**src/rtl/fp32_to_fixed_if.sv**
```systemverilog
// fp32_to_fixed_if: valid/ready handshake bundle for the FP32 -> fixed-point converter.
//   in_valid/in_ready/in_data    : FP32 word from the producer
//   out_valid/out_ready/out_data : signed W-bit fixed-point result to the consumer
//   out_ovf                      : result was out of range or came from Inf/NaN
// master = producer/consumer side (testbench or surrounding logic), slave = converter.
interface fp32_to_fixed_if #(
  parameter int unsigned W = 32
);
  logic          in_valid;
  logic          in_ready;
  logic [31:0]   in_data;
  logic          out_valid;
  logic          out_ready;
  logic [W-1:0]  out_data;
  logic          out_ovf;

  modport master (
    output in_valid, in_data, out_ready,
    input  in_ready, out_valid, out_data, out_ovf
  );

  modport slave (
    input  in_valid, in_data, out_ready,
    output in_ready, out_valid, out_data, out_ovf
  );
endinterface

```
**src/rtl/fp32_to_fixed.sv**
```systemverilog
// fp32_to_fixed: sequential IEEE-754 single-precision to signed Q-format converter.
// The mantissa is aligned by a one-bit-per-cycle shifter; one conversion in flight.
// Ports:
//   clk  - clock, rising edge
//   rst  - synchronous active-high reset
//   bus  - fp32_to_fixed_if.slave (in_valid/in_ready/in_data, out_valid/out_ready/
//          out_data/out_ovf)
// Parameters: W (output width, 25..32), FRAC (fractional bits, 0..W-1).
// Build option: define FP2FIX_SATURATE_EN to saturate out_data on overflow
// (NaN -> 0); otherwise out_data wraps and Inf/NaN/huge exponents give 0.
module fp32_to_fixed #(
  parameter int unsigned W    = 32,
  parameter int unsigned FRAC = 16
) (
  input  logic                clk,
  input  logic                rst,
  fp32_to_fixed_if.slave      bus
);

  localparam int unsigned CNT_W  = 6;
  localparam int unsigned EXP_SW = 11;
  localparam int unsigned RSH_MAX = 25;
  localparam logic [W-1:0] MIN_MAG = {1'b1, {(W-1){1'b0}}};

  typedef enum logic [2:0] {
    IDLE   = 3'd0,
    DECODE = 3'd1,
    SHIFT  = 3'd2,
    PACK   = 3'd3,
    OUT    = 3'd4
  } state_t;

  state_t              state_q, state_d;
  logic [31:0]         word_q, word_d;
  logic [W-1:0]        mag_q, mag_d;
  logic [CNT_W-1:0]    cnt_q, cnt_d;
  logic                left_q, left_d;
  logic                ovf_q, ovf_d;
  logic                in_ready_q, in_ready_d;
  logic                out_valid_q, out_valid_d;
  logic [W-1:0]        out_data_q, out_data_d;
  logic                out_ovf_q, out_ovf_d;

  // Field views of the latched word; the word is held until the next accept.
  logic                sign;
  logic [7:0]          expo;
  logic [22:0]         man;
  logic signed [EXP_SW-1:0] s_dec;
  logic signed [EXP_SW-1:0] s_neg;
  logic                ovf_pack;
  logic [W-1:0]        res_pack;

  assign sign  = word_q[31];
  assign expo  = word_q[30:23];
  assign man   = word_q[22:0];
  // Shift amount: positive = left shift, negative = right shift.
  assign s_dec = $signed({3'b000, expo}) - EXP_SW'(150) + $signed(EXP_SW'(FRAC));
  assign s_neg = -s_dec;

  // Range check and sign application on the aligned magnitude.
  always_comb begin
    ovf_pack = ovf_q | (~sign & mag_q[W-1]) | (sign & (mag_q > MIN_MAG));
    res_pack = sign ? (~mag_q + W'(1)) : mag_q;
`ifdef FP2FIX_SATURATE_EN
    if ((expo == 8'hFF) && (man != 23'd0)) begin
      res_pack = '0;
    end else if (ovf_pack) begin
      res_pack = sign ? MIN_MAG : ~MIN_MAG;
    end
`endif
  end

  // Next-state and datapath update.
  always_comb begin
    state_d     = state_q;
    word_d      = word_q;
    mag_d       = mag_q;
    cnt_d       = cnt_q;
    left_d      = left_q;
    ovf_d       = ovf_q;
    out_valid_d = 1'b0;
    out_data_d  = out_data_q;
    out_ovf_d   = out_ovf_q;

    unique case (state_q)
      IDLE: begin
        if (bus.in_valid) begin
          word_d  = bus.in_data;
          state_d = DECODE;
        end
      end

      DECODE: begin
        mag_d  = '0;
        cnt_d  = '0;
        left_d = 1'b0;
        ovf_d  = 1'b0;
        if (expo == 8'd0) begin
          // zero and denormals flush to zero
        end else if (expo == 8'hFF) begin
          ovf_d = 1'b1;
        end else if (s_dec < 0) begin
          mag_d = W'({1'b1, man});
          cnt_d = (s_neg > $signed(EXP_SW'(RSH_MAX))) ? CNT_W'(RSH_MAX) : CNT_W'(s_neg);
        end else if (s_dec <= $signed(EXP_SW'(W - 1))) begin
          mag_d  = W'({1'b1, man});
          left_d = 1'b1;
          cnt_d  = CNT_W'(s_dec);
        end else begin
          ovf_d = 1'b1;
        end
        state_d = (cnt_d != '0) ? SHIFT : PACK;
      end

      SHIFT: begin
        if (left_q) begin
          // a one leaving the top bit makes the result unrepresentable
          if (mag_q[W-1]) ovf_d = 1'b1;
          mag_d = mag_q << 1;
        end else begin
          mag_d = mag_q >> 1;
        end
        cnt_d = cnt_q - CNT_W'(1);
        if (cnt_q == CNT_W'(1)) state_d = PACK;
      end

      PACK: begin
        out_data_d = res_pack;
        out_ovf_d  = ovf_pack;
        state_d    = OUT;
      end

      OUT: begin
        // out_valid rises one cycle after entering OUT and drops on handshake
        if (out_valid_q && bus.out_ready) begin
          state_d = IDLE;
        end else begin
          out_valid_d = 1'b1;
        end
      end

      default: state_d = IDLE;
    endcase

    in_ready_d = (state_d == IDLE);
  end

  // State and output registers.
  always_ff @(posedge clk) begin
    if (rst) begin
      state_q     <= IDLE;
      word_q      <= '0;
      mag_q       <= '0;
      cnt_q       <= '0;
      left_q      <= 1'b0;
      ovf_q       <= 1'b0;
      in_ready_q  <= 1'b1;
      out_valid_q <= 1'b0;
      out_data_q  <= '0;
      out_ovf_q   <= 1'b0;
    end else begin
      state_q     <= state_d;
      word_q      <= word_d;
      mag_q       <= mag_d;
      cnt_q       <= cnt_d;
      left_q      <= left_d;
      ovf_q       <= ovf_d;
      in_ready_q  <= in_ready_d;
      out_valid_q <= out_valid_d;
      out_data_q  <= out_data_d;
      out_ovf_q   <= out_ovf_d;
    end
  end

  assign bus.in_ready  = in_ready_q;
  assign bus.out_valid = out_valid_q;
  assign bus.out_data  = out_data_q;
  assign bus.out_ovf   = out_ovf_q;

endmodule

```
**src/flat_wrapper.sv**
```systemverilog
// flat-port wrapper written by rule: the top's interface ports become plain ports
module fp32_to_fixed_flat 
#(
  parameter int unsigned W    = 32,
  parameter int unsigned FRAC = 16
)
  (clk, rst, bus_in_valid, bus_in_data, bus_out_ready, bus_in_ready, bus_out_valid, bus_out_data, bus_out_ovf);
  fp32_to_fixed_if #(.W(W)) bus_i ();
  input  logic clk;
  input  logic rst;
  input wire logic [$bits(bus_i.in_valid)-1:0] bus_in_valid;
  input wire logic [$bits(bus_i.in_data)-1:0] bus_in_data;
  input wire logic [$bits(bus_i.out_ready)-1:0] bus_out_ready;
  output wire logic [$bits(bus_i.in_ready)-1:0] bus_in_ready;
  output wire logic [$bits(bus_i.out_valid)-1:0] bus_out_valid;
  output wire logic [$bits(bus_i.out_data)-1:0] bus_out_data;
  output wire logic [$bits(bus_i.out_ovf)-1:0] bus_out_ovf;
  assign bus_i.in_valid = bus_in_valid;
  assign bus_i.in_data = bus_in_data;
  assign bus_i.out_ready = bus_out_ready;
  assign bus_in_ready = bus_i.in_ready;
  assign bus_out_valid = bus_i.out_valid;
  assign bus_out_data = bus_i.out_data;
  assign bus_out_ovf = bus_i.out_ovf;
  fp32_to_fixed #(.W(W), .FRAC(FRAC)) u_core (.clk(clk), .rst(rst), .bus(bus_i));
endmodule
```
**config.mk**
```make
export PLATFORM = sky130hd
export DESIGN_NAME = fp32_to_fixed_flat
export DESIGN_NICKNAME = d
export VERILOG_FILES = /design/src/rtl/fp32_to_fixed_if.sv /design/src/rtl/fp32_to_fixed.sv /design/src/flat_wrapper.sv
export SDC_FILE = /design/constraint.sdc
export NUM_CORES = 1
export LEC_CHECK = 0
export BUFFER_PORTS_ARGS = -buffer_cell sky130_fd_sc_hd__buf_2
export CORE_UTILIZATION = 30
export CTS_CLUSTER_SIZE = 40
export DETAILED_ROUTE_END_ITERATION = 12
export HOLD_SLACK_MARGIN = 0.02
export SLEW_MARGIN = 25
export SYNTH_ARGS = -nofsm -noshare
export SYNTH_HDL_FRONTEND = slang
export SYNTH_SLANG_ARGS = --single-unit
```
**constraint.sdc**
```tcl
create_clock -name clk -period 7.59 [get_ports clk]
set_input_delay 1.1385 -clock clk [delete_from_list [all_inputs] [get_ports clk]]
set_output_delay 1.1385 -clock clk [all_outputs]
set_load 0.01 [all_outputs]
```
==> impl_metrics.csv, run 1 <==
group,metric,value,unit
outcome,outcome,"completed",
setup_path,required,7.87,ns
setup_path,regToRegStartpoint,"u_core.word_q[24]",
yosys,ys.flop_type,"dfxtp_1",
sta,rsz0062_at_grt,"false",
sta,finClkSkew,0.0101,ns
setup_path,ff2ff_setup_slack,3.82,ns
layout,syn2layout_area_growth,12.3,%
yosys,syn-cell-area,0.00606,mm²
routing,wl_met3,801,µm
hold_path,hold_start,"u_core.word_q[12]",
clock_tree,clock_sinks,110,
yosys,synth_nets,831,
sta,finalHoldViolCount,0,
yosys,ys_top_cells_by_area,"dfxtp_1, a21oi_1, nand2_1",
setup_path,cp.arrival,4.05,ns
yosys,ys_ff_latch,110,
floorplanning,fp-row-count,51,
floorplanning,initial_core_util,30.8,%
hold_path,min_to,"u_core.word_q[12]",
global_routing,grtUsageTotal,14.6,%
power,leakage,2.46,nW
placement,gp_congestion,0.831,
routing,via_count,5389,
sta,worst_pin_slew,1.02,ns
routing,drc,0,
global_routing,grt_pass1_vias,4699,
hold_path,hold_path_class,"reg -> reg",
sta,period_needed,3.77,ns
clock_tree,ctsRootBufferMaster,"clkbuf_16",
setup_path,path_depth,13,
sta,setup_viol,0,
power,ir_worst_vdd,112,µV
setup_path,cpPeakStageDelay,0.50,ns
clock_tree,cts_setup_buffers,0,
job,max_cap_violations,0,
yosys,synth_cell_types,67,
yosys,seq_area_frac_synth,36.3,%
placement,dp_worst_setup_slack,3.86,ns
routing,wl_per_cell,13.8,µm
clock_tree,cts_made_buffers,9,
yosys,synthCells,781,
layout,final_layout_size_suffix_gt1_share,13.7,%
routing,wl_met2,6020,µm
setup_path,critPathKind,"reg -> reg",
routing,route.antenna.remaining_nets,0,
yosys,netlist.top_cell.by_area,"dfxtp_1",
hold_path,hold_depth,2,
global_routing,antenna_found_initial,0,
setup_path,critPathMaxFanout,25,
clock_tree,ctsResizeCount,0,
yosys,avgSynthCellArea,7.76,µm²
routing,drt_iter0_markers,407,
power,powerDensity,240,mW/mm²
routing,drt-total-wl,14700,µm
sta,max_freq,0.265,GHz
yosys,async_reset_ff_share,0,%
clock_tree,clock_path_buffers,2,
setup_path,worstRegToRegCells,13,
layout,antenna_cells,0,
global_routing,grt_first_pass_wirelength,24100,µm
setup_path,r2r_end,"u_core.mag_q[0]",
sta,finalCritPeriodShare,49.7,%
clock_tree,clock_latency,0.35,ns
placement,hpwl,10200,µm
global_routing,grt-ovfl-total,0,
floorplanning,die-area,0.0208,mm²
sta,relSlewSlack,31.6,%
setup_path,worst-path-buf-inv,1,
sta,drv_slew,0,
setup_path,setup.worst_path.end_class,"flip-flop",
global_routing,grt_max_degree,112,
floorplanning,die_w,144,µm
yosys,synth-edff-count,0,
floorplanning,chipHeight,144,µm
setup_path,worstSetupStartpointType,"flip-flop",
routing,first_pass_iters,5,
clock_tree,cts_hold_buf,0,
clock_tree,htreeDepth,3,
floorplanning,io-pin-count,71,
floorplanning,core-area,0.0197,mm²
sta,fin_tns_setup,0,ns
routing,routed_via_density,5.04,
setup_path,worstPathCellList,"ha_1, o21a_1, xnor2_1, ha_1, nor2b_1, a21oi_1, o221a_2, nor3_1, o31ai_1, a211oi_2, buf_4, nand3_1, a21oi_1",
clock_tree,cts_tree,"built",
yosys,yosys_warnings,0,
yosys,netlist.area_leader.share,36.3,%
routing,met1_length,7760,µm
sta,setup_slack,3.82,ns
routing,top_layer_used,"met4",
clock_tree,clk_transition_reported_paths,0.08,ns
layout,fin_nets,849,
placement,portBuffers,70,
setup_path,crit_family,"compound AO/OA/AOI/OAI gates",
setup_path,cp_slowest_cell,"dfxtp_1",
## layout make-up
cell class | count | area, µm²
multi-input cells | 592 | 3540
clock inverters | 7 | 72.6
fillers | 2147 | 12800
repair buffers | 75 | 394
well taps | 265 | 332
clock buffers | 9 | 225
flip-flops and latches | 110 | 2200
inverters | 11 | 41.3
## logic make-up (layout without fill, tap and decap cells)
family / count (synthesis) / after routing / synth area share (%)
adders and majority gates: 14 / 14 / 2.89
xor gates and xnor gates: 40 / 40 / 5.78
AOI/OAI and AO/OA: 215 / 215 / 22.2
buffers and inverters: 79 / 102 / 5.43
and+or+nand+nor: 292 / 292 / 22.2
muxes: 31 / 31 / 5.14
DFF: 110 / 110 / 36.3
## report_power, final
| group | internal [mW] | switching (mW) | total, mW |
|---|---|---|---|
| sequential | 0.629 | 0.0559 | 0.685 |
| clock | 0.258 | 0.220 | 0.478 |
| combinational | 0.168 | 0.302 | 0.470 |
| total | 1.05 | 0.578 | 1.63 |
## how the worst max path moves through the flow
stage | start | to | slack [ns]
floorplan | u_core.word_q[24] | u_core.mag_q[10] | 4.32
global placement | u_core.word_q[24] | u_core.mag_q[6] | 4.02
detailed placement | u_core.word_q[24] | u_core.mag_q[0] | 3.86
CTS | u_core.word_q[24] | u_core.mag_q[14] | 3.85
global route | u_core.word_q[24] | u_core.mag_q[8] | 3.42
finish | u_core.word_q[24] | u_core.mag_q[0] | 3.82
## layout by cell type (no fill, tap or decap), types with 10 or more instances in the layout
cell type	netlist	routed
nor2_1	97	95
nand2_1	102	102
xnor2_1	10	10
nor3_1	14	14
inv_1	11	11
xor2_1	30	30
a211oi_1	33	33
ha_1	14	14
mux2i_1	30	30
buf_2	7	69
nand3_1	30	30
a21oi_1	103	103
dfxtp_1	110	109
o21ai_0	26	26
## flip-flops by register name, indices dropped and copies added, names as in the netlist
signal	count
u_core.bus.out_data	32
u_core.mag_q	32
u_core.word_q	32
u_core.cnt_q	6
u_core.state_q	3
u_core.bus.in_ready	1
u_core.bus.out_ovf	1
u_core.bus.out_valid	1
u_core.left_q	1
u_core.ovf_q	1
## worst register-to-register path, stage by stage (launching register included)
cell and delay, ns:
dfxtp_1 0.50, ha_1 0.44, o21a_1 0.23, xnor2_1 0.20, ha_1 0.45, nor2b_1 0.27, a21oi_1 0.10, o221a_2 0.28
nor3_1 0.24, o31ai_1 0.14, a211oi_2 0.23, buf_4 0.29, nand3_1 0.14, a21oi_1 0.19
## metal layers
metal | GRT usage [%] | vias up
li1 | - | 2790
met1 | 21.9 | 2435
met2 | 21.0 | 155
met3 | 2.88 | 9
met4 | 3.58 | 0
met5 | 0 | -
## synthesized netlist by cell type, types with 4 or more instances
| library cell | number |
|---|---|
| clkbuf_1 | 52 |
| buf_2 | 7 |
| nand2b_1 | 7 |
| nand4_1 | 4 |
| nand2_1 | 102 |
| or3_1 | 4 |
| a211oi_1 | 33 |
| nor2b_1 | 4 |
| o41ai_1 | 4 |
| inv_1 | 11 |
| nand3_1 | 30 |
| nor3b_1 | 4 |
| nor2_1 | 97 |
| a31oi_1 | 6 |
| nor3_1 | 14 |
| o31ai_1 | 7 |
| ha_1 | 14 |
| dfxtp_1 | 110 |
| xor2_1 | 30 |
| mux2i_1 | 30 |
| a21oi_1 | 103 |
| buf_1 | 4 |
| xnor2_1 | 10 |
| nor4_1 | 4 |
| o21ai_0 | 26 |
| nand3b_1 | 4 |
## through the flow
step                      std cells  hold slack, ns  utilization [%]  area (µm²)  power, mW
after floorplan                 781           0.437                -        6060       1.05
after global placement         1053           0.446             33.1        6500       1.17
after detailed placement       1053           0.449             33.1        6500       1.17
after CTS                      1069           0.459             34.6        6800       1.65
after global routing           1069           0.482             34.6        6800       1.74
final                          1069           0.455             34.6        6800       1.63
Note: power is estimated with default switching activity, not from simulation.
==> run 2: changes to the inputs <==
==> constraint.sdc (replaced) <==
create_clock -name clk -period 3 [get_ports clk]
set_input_delay 0.45 -clock clk [delete_from_list [all_inputs] [get_ports clk]]
set_output_delay 0.45 -clock clk [all_outputs]
set_load 0.01 [all_outputs]
==> impl_metrics.csv, run 2 (synthesis gave the netlist of run 1 again) <==
group,metric,value,unit
power,pwr-share-seq,39.0,%
layout,final_cell_mix,"dfxtp_1, nand2_1, a21oi_1",
power,combPwrFrac,30.9,%
floorplanning,chipHeight,144,µm
setup_path,worstSetupStartpointType,"flip-flop",
layout,final_layout_size_suffix_gt1_share,19.1,%
sta,finalHoldViolCount,0,
power,clkPwrFrac,30.1,%
setup_path,worstSetupStartpoint,"u_core.word_q[25]",
floorplanning,fp-row-count,51,
hold_path,hold_start,"bus_out_ready",
clock_tree,htreeDepth,3,
sta,setup_viol,0,
setup_path,cp_slowest_cell,"dfxtp_4",
clock_tree,cts_tree,"built",
layout,final_common_cell,"dfxtp_1",
placement,dp_worst_setup_slack,0.0832,ns
setup_path,setup.worst_path.end_class,"flip-flop",
sta,max_freq,0.347,GHz
setup_path,crit_family,"compound AO/OA/AOI/OAI gates",
sta,worst_pin_slew,0.849,ns
global_routing,grt-ovfl-total,0,
clock_tree,ctsRootBufferMaster,"clkbuf_16",
job,max_cap_violations,0,
global_routing,antenna_found_initial,0,
power,powerDensity,608,mW/mm²
global_routing,grt_first_pass_wirelength,25200,µm
setup_path,regToRegStartpoint,"u_core.word_q[25]",
global_routing,grtUsageTotal,15.3,%
floorplanning,die-area,0.0208,mm²
layout,antenna_cells,0,
outcome,outcome,"completed",
hold_path,hold_path_class,"in -> reg",
clock_tree,clock_sinks,110,
floorplanning,io-pin-count,71,
routing,route.antenna.remaining_nets,0,
sta,period_needed,2.88,ns
clock_tree,clock_latency,0.36,ns
clock_tree,clock_path_buffers,2,
sta,finClkSkew,0.0102,ns
clock_tree,cts_made_buffers,9,
setup_path,worst-path-buf-inv,2,
power,leakage,2.68,nW
sta,drv_slew,0,
floorplanning,initial_core_util,30.8,%
power,ir_worst_vdd,279,µV
power,switching_share,33.8,%
setup_path,critPathMaxFanout,12,
placement,hpwl,11000,µm
routing,drt-total-wl,15600,µm
setup_path,worstPathCellList,"ha_2, o21a_4, xnor2_4, ha_4, nor2b_4, a21oi_1, o221a_2, nor3_4, o31ai_4, a211oi_4, buf_12, clkbuf_16, a222oi_1, nor2_1",
layout,syn2layout_area_growth,20.1,%
routing,drt_iter0_markers,328,
routing,wl_per_cell,14.1,µm
power,p_int,2.93,mW
placement,portBuffers,70,
routing,routed_via_density,4.97,
routing,via_count,5477,
setup_path,cpPeakStageDelay,0.38,ns
global_routing,grt_max_degree,64,
setup_path,required,3.23,ns
global_routing,grt_pass1_vias,4858,
sta,relSlewSlack,43.3,%
floorplanning,die_w,144,µm
sta,finalCritPeriodShare,95.9,%
layout,fin_nets,883,
clock_tree,clk_transition_reported_paths,0.07,ns
power,p_total,4.43,mW
sta,setup_slack,0.122,ns
placement,gp_congestion,0.880,
setup_path,critPathKind,"reg -> reg",
routing,drc,0,
setup_path,cp.arrival,3.11,ns
routing,first_pass_iters,5,
power,switchingPower,1.50,mW
floorplanning,core-area,0.0197,mm²
-- run 2: changes by cell type in the layout (fill, tap and decap cells not counted), sizes merged --
cell      previous run  this run
clkinv               3         1
buf                 75       107
inv                 13        11
clkbuf               9        15
clkinvlp             1         0
bufinv               1         2
-- run 2: cell type report --
type,instances,area [µm²]
fill,2067,12400
sequential,110,2210
clock inverter,3,65.1
multi-input combinational,592,3650
tap,265,332
inverter,11,41.3
timing repair buffer,109,706
clock buffer,13,270
-- run 2: repair_timing --
item | 4_1_cts | 5_1_grt
hold endpoints to repair | 0 | 0
hold buffers | 0 | 0
resized for setup | 0 | 16
setup endpoints to repair | 0 | 31
setup buffers | 0 | 3
-- run 2: metrics by stage --
step                      cell area (µm²)  setup TNS, ns  std cells  hold slack, ns  utilization (%)
after global placement               6780              0       1082           0.447             34.5
after detailed placement             6780              0       1082           0.451             34.5
final                                7280              0       1103           0.295             37.0
after global routing                 7280        -0.0397       1103           0.292             37.0
after CTS                            7120              0       1098           0.284             36.2
after floorplan                      6120              0        781           0.437                -
-- run 2: final timing paths --
| check | slack, ns | endpoint | cells after the start |
|---|---|---|---|
| max | 0.12 | u_core.mag_q[23] | 14 |
| min | 0.30 | u_core.bus.out_valid | 2 |
| max reg2reg | 0.12 | u_core.mag_q[23] | 14 |
| min reg2reg | 0.46 | u_core.word_q[10] | 2 |
-- run 2: power by group through the flow --
stage               Combinational, mW  Sequential (mW)  Clock [mW]
finish                           1.37             1.73        1.33
global route                     1.52             1.75        1.43
global placement                 1.27             1.75           0
detailed placement               1.28             1.76           0
CTS                              1.28             1.72        1.36
floorplan                       0.955             1.71           0
-- run 2: routing by layer --
layer | vias to the layer above | GRT usage (%) | part of all wire [%]
met1 | 2477 | 22.7 | 52
li1 | 2841 | - | -
met3 | 14 | 3.11 | 4.9
met2 | 145 | 22.0 | 42
met5 | - | 0 | 0
met4 | 0 | 4.26 | 1.2
==> run 3: changes to the inputs <==
--- a/config.mk
+++ b/config.mk
@@ -10,6 +10,7 @@
 export CTS_CLUSTER_SIZE = 40
 export DETAILED_ROUTE_END_ITERATION = 12
 export HOLD_SLACK_MARGIN = 0.02
+export REMOVE_ABC_BUFFERS = 1
 export SLEW_MARGIN = 25
 export SYNTH_ARGS = -nofsm -noshare
 export SYNTH_HDL_FRONTEND = slang
==> impl_metrics.csv, run 3 (synthesis gave the netlist of run 1 again) <==
group,metric,value,unit
sta,worst_pin_slew,0.772,ns
setup_path,worstSetupStartpointType,"flip-flop",
clock_tree,clock_latency,0.37,ns
outcome,outcome,"completed",
floorplanning,fp-row-count,51,
placement,portBuffers,70,
job,max_cap_violations,0,
sta,rsz0062_at_grt,"true",
routing,via_count,5445,
placement,placed_area,0.00674,mm²
setup_path,cpPeakStageDelay,0.32,ns
setup_path,crit_top_cell,"a21oi_1",
clock_tree,clock_path_buffers,2,
setup_path,worstRegToRegCells,13,
floorplanning,core-area,0.0197,mm²
global_routing,grt_first_pass_wirelength,25200,µm
setup_path,r2r_end,"u_core.mag_q[2]",
layout,syn2layout_area_growth,17.8,%
routing,top_layer_used,"met4",
routing,wl_met2,6930,µm
layout,fillCellCount,2122,
global_routing,grt_max_degree,50,
global_routing,grt_pass1_vias,5051,
setup_path,ff2ff_setup_slack,0.15,ns
placement,hpwl,10900,µm
layout,final_cell_mix,"dfxtp_1, nand2_1, a21oi_1",
layout,fin_nets,878,
sta,setup_viol,0,
sta,fin_tns_setup,0,ns
power,powerDensity,609,mW/mm²
hold_path,hold_depth,2,
sta,period_needed,2.85,ns
floorplanning,die-area,0.0208,mm²
hold_path,hold_path_class,"in -> reg",
clock_tree,ctsRootBufferMaster,"clkbuf_16",
layout,final_area,0.00713,mm²
power,ir_worst_vdd,300,µV
sta,finalHoldViolCount,0,
routing,met1_length,7570,µm
floorplanning,chipHeight,144,µm
clock_tree,cts_made_buffers,9,
setup_path,cp_slowest_cell,"dfxtp_1",
floorplanning,die_w,144,µm
layout,final_common_cell,"dfxtp_1",
sta,finalCritPeriodShare,94.9,%
sta,drv_slew,0,
setup_path,required,3.29,ns
clock_tree,cts_hold_buf,0,
power,leakage,2.63,nW
sta,finClkSkew,0.0121,ns
routing,first_pass_iters,4,
routing,wl_per_cell,14.0,µm
routing,drt-total-wl,15400,µm
setup_path,regToRegStartpoint,"u_core.word_q[24]",
routing,route.antenna.remaining_nets,0,
setup_path,cp.arrival,3.14,ns
hold_path,hold_start,"bus_out_ready",
routing,drt_iter0_markers,338,
clock_tree,clk_transition_reported_paths,0.08,ns
sta,relSlewSlack,48.5,%
setup_path,setup.worst_path.end_class,"flip-flop",
layout,final_layout_size_suffix_gt1_share,18.1,%
floorplanning,initial_core_util,30.8,%
global_routing,grtUsageTotal,15.3,%
global_routing,antenna_found_initial,0,
setup_path,worstPathCellList,"ha_1, o21a_1, xnor2_2, ha_2, nor2b_4, a21oi_1, o221a_2, nor3_2, o31ai_2, a211oi_2, buf_12, nand3_1, a21oi_1",
setup_path,critPathMaxFanout,25,
routing,wl_met3,672,µm
floorplanning,io-pin-count,71,
global_routing,grt-ovfl-total,0,
setup_path,critPathKind,"reg -> reg",
layout,antenna_cells,0,
clock_tree,clock_sinks,110,
routing,routed_via_density,4.96,
sta,max_freq,0.351,GHz
clock_tree,htreeDepth,3,
layout,fin_util,36.3,%
routing,drc,0,
placement,gp_congestion,0.868,
clock_tree,cts_tree,"built",
hold_path,min_to,"u_core.bus.out_valid",
[run 3: per-stage QoR]
stage / hold slack (ns) / instances / setup WS, ns / power [mW]
after global routing: 0.277 / 1098 / -0.0452 / 4.63
final: 0.280 / 1098 / 0.152 / 4.35
after detailed placement: 0.448 / 1082 / 0.0599 / 3.04
after global placement: 0.444 / 1082 / 0.144 / 3.03
after CTS: 0.270 / 1098 / 0.0325 / 4.35
after floorplan: 0.431 / 713 / -0.670 / 2.57
[run 3: layout make-up]
type,count,area (µm²),share of cell area [%]
multi-input combinational,592,3600,50.4
sequential,110,2200,30.9
inverter,11,41.3,0.579
tap,265,332,4.65
clock buffer,9,225,3.16
clock inverter,7,103,1.44
timing repair buffer,104,633,8.87
[run 3: power by group]
part	switching [mW]	total (mW)	internal, mW
Combinational	0.826	1.33	0.508
Clock	0.620	1.30	0.679
Sequential	0.123	1.71	1.59
[run 3: worst max-delay path: cells and delay by family, from the launching register on]
kind,cells,cell delay [ns]
XOR/XNOR,1,0.19
flip-flops,1,0.32
AND/OR/NAND/NOR,3,0.47
buffers and inverters,1,0.21
adder cells (fa/ha/maj),2,0.44
AO/OA/AOI/OAI,6,1.15
[run 3: what timing repair did]
item	CTS	global route
setup buffers	0	0
gates resized for setup	0	17
setup endpoints to repair	0	33
[run 3: routing by layer]
metal  up-vias  track usage [%]
met3        18             2.78
li1       2831                -
met5         -                0
met1      2465             20.8
met4         0             4.54
met2       131             24.3
[run 3: how the worst max path moves through the flow]
| stage | from | end | slack (ns) | cells after the start |
|---|---|---|---|---|
| floorplan | u_core.word_q[24] | u_core.mag_q[23] | -0.67 | 12 |
| global placement | u_core.word_q[24] | u_core.cnt_q[4] | 0.14 | 13 |
| detailed placement | u_core.word_q[24] | u_core.mag_q[2] | 0.06 | 13 |
| CTS | u_core.word_q[25] | u_core.mag_q[2] | 0.03 | 13 |
| global route | u_core.word_q[24] | u_core.mag_q[14] | -0.05 | 13 |
| finish | u_core.word_q[24] | u_core.mag_q[2] | 0.15 | 13 |
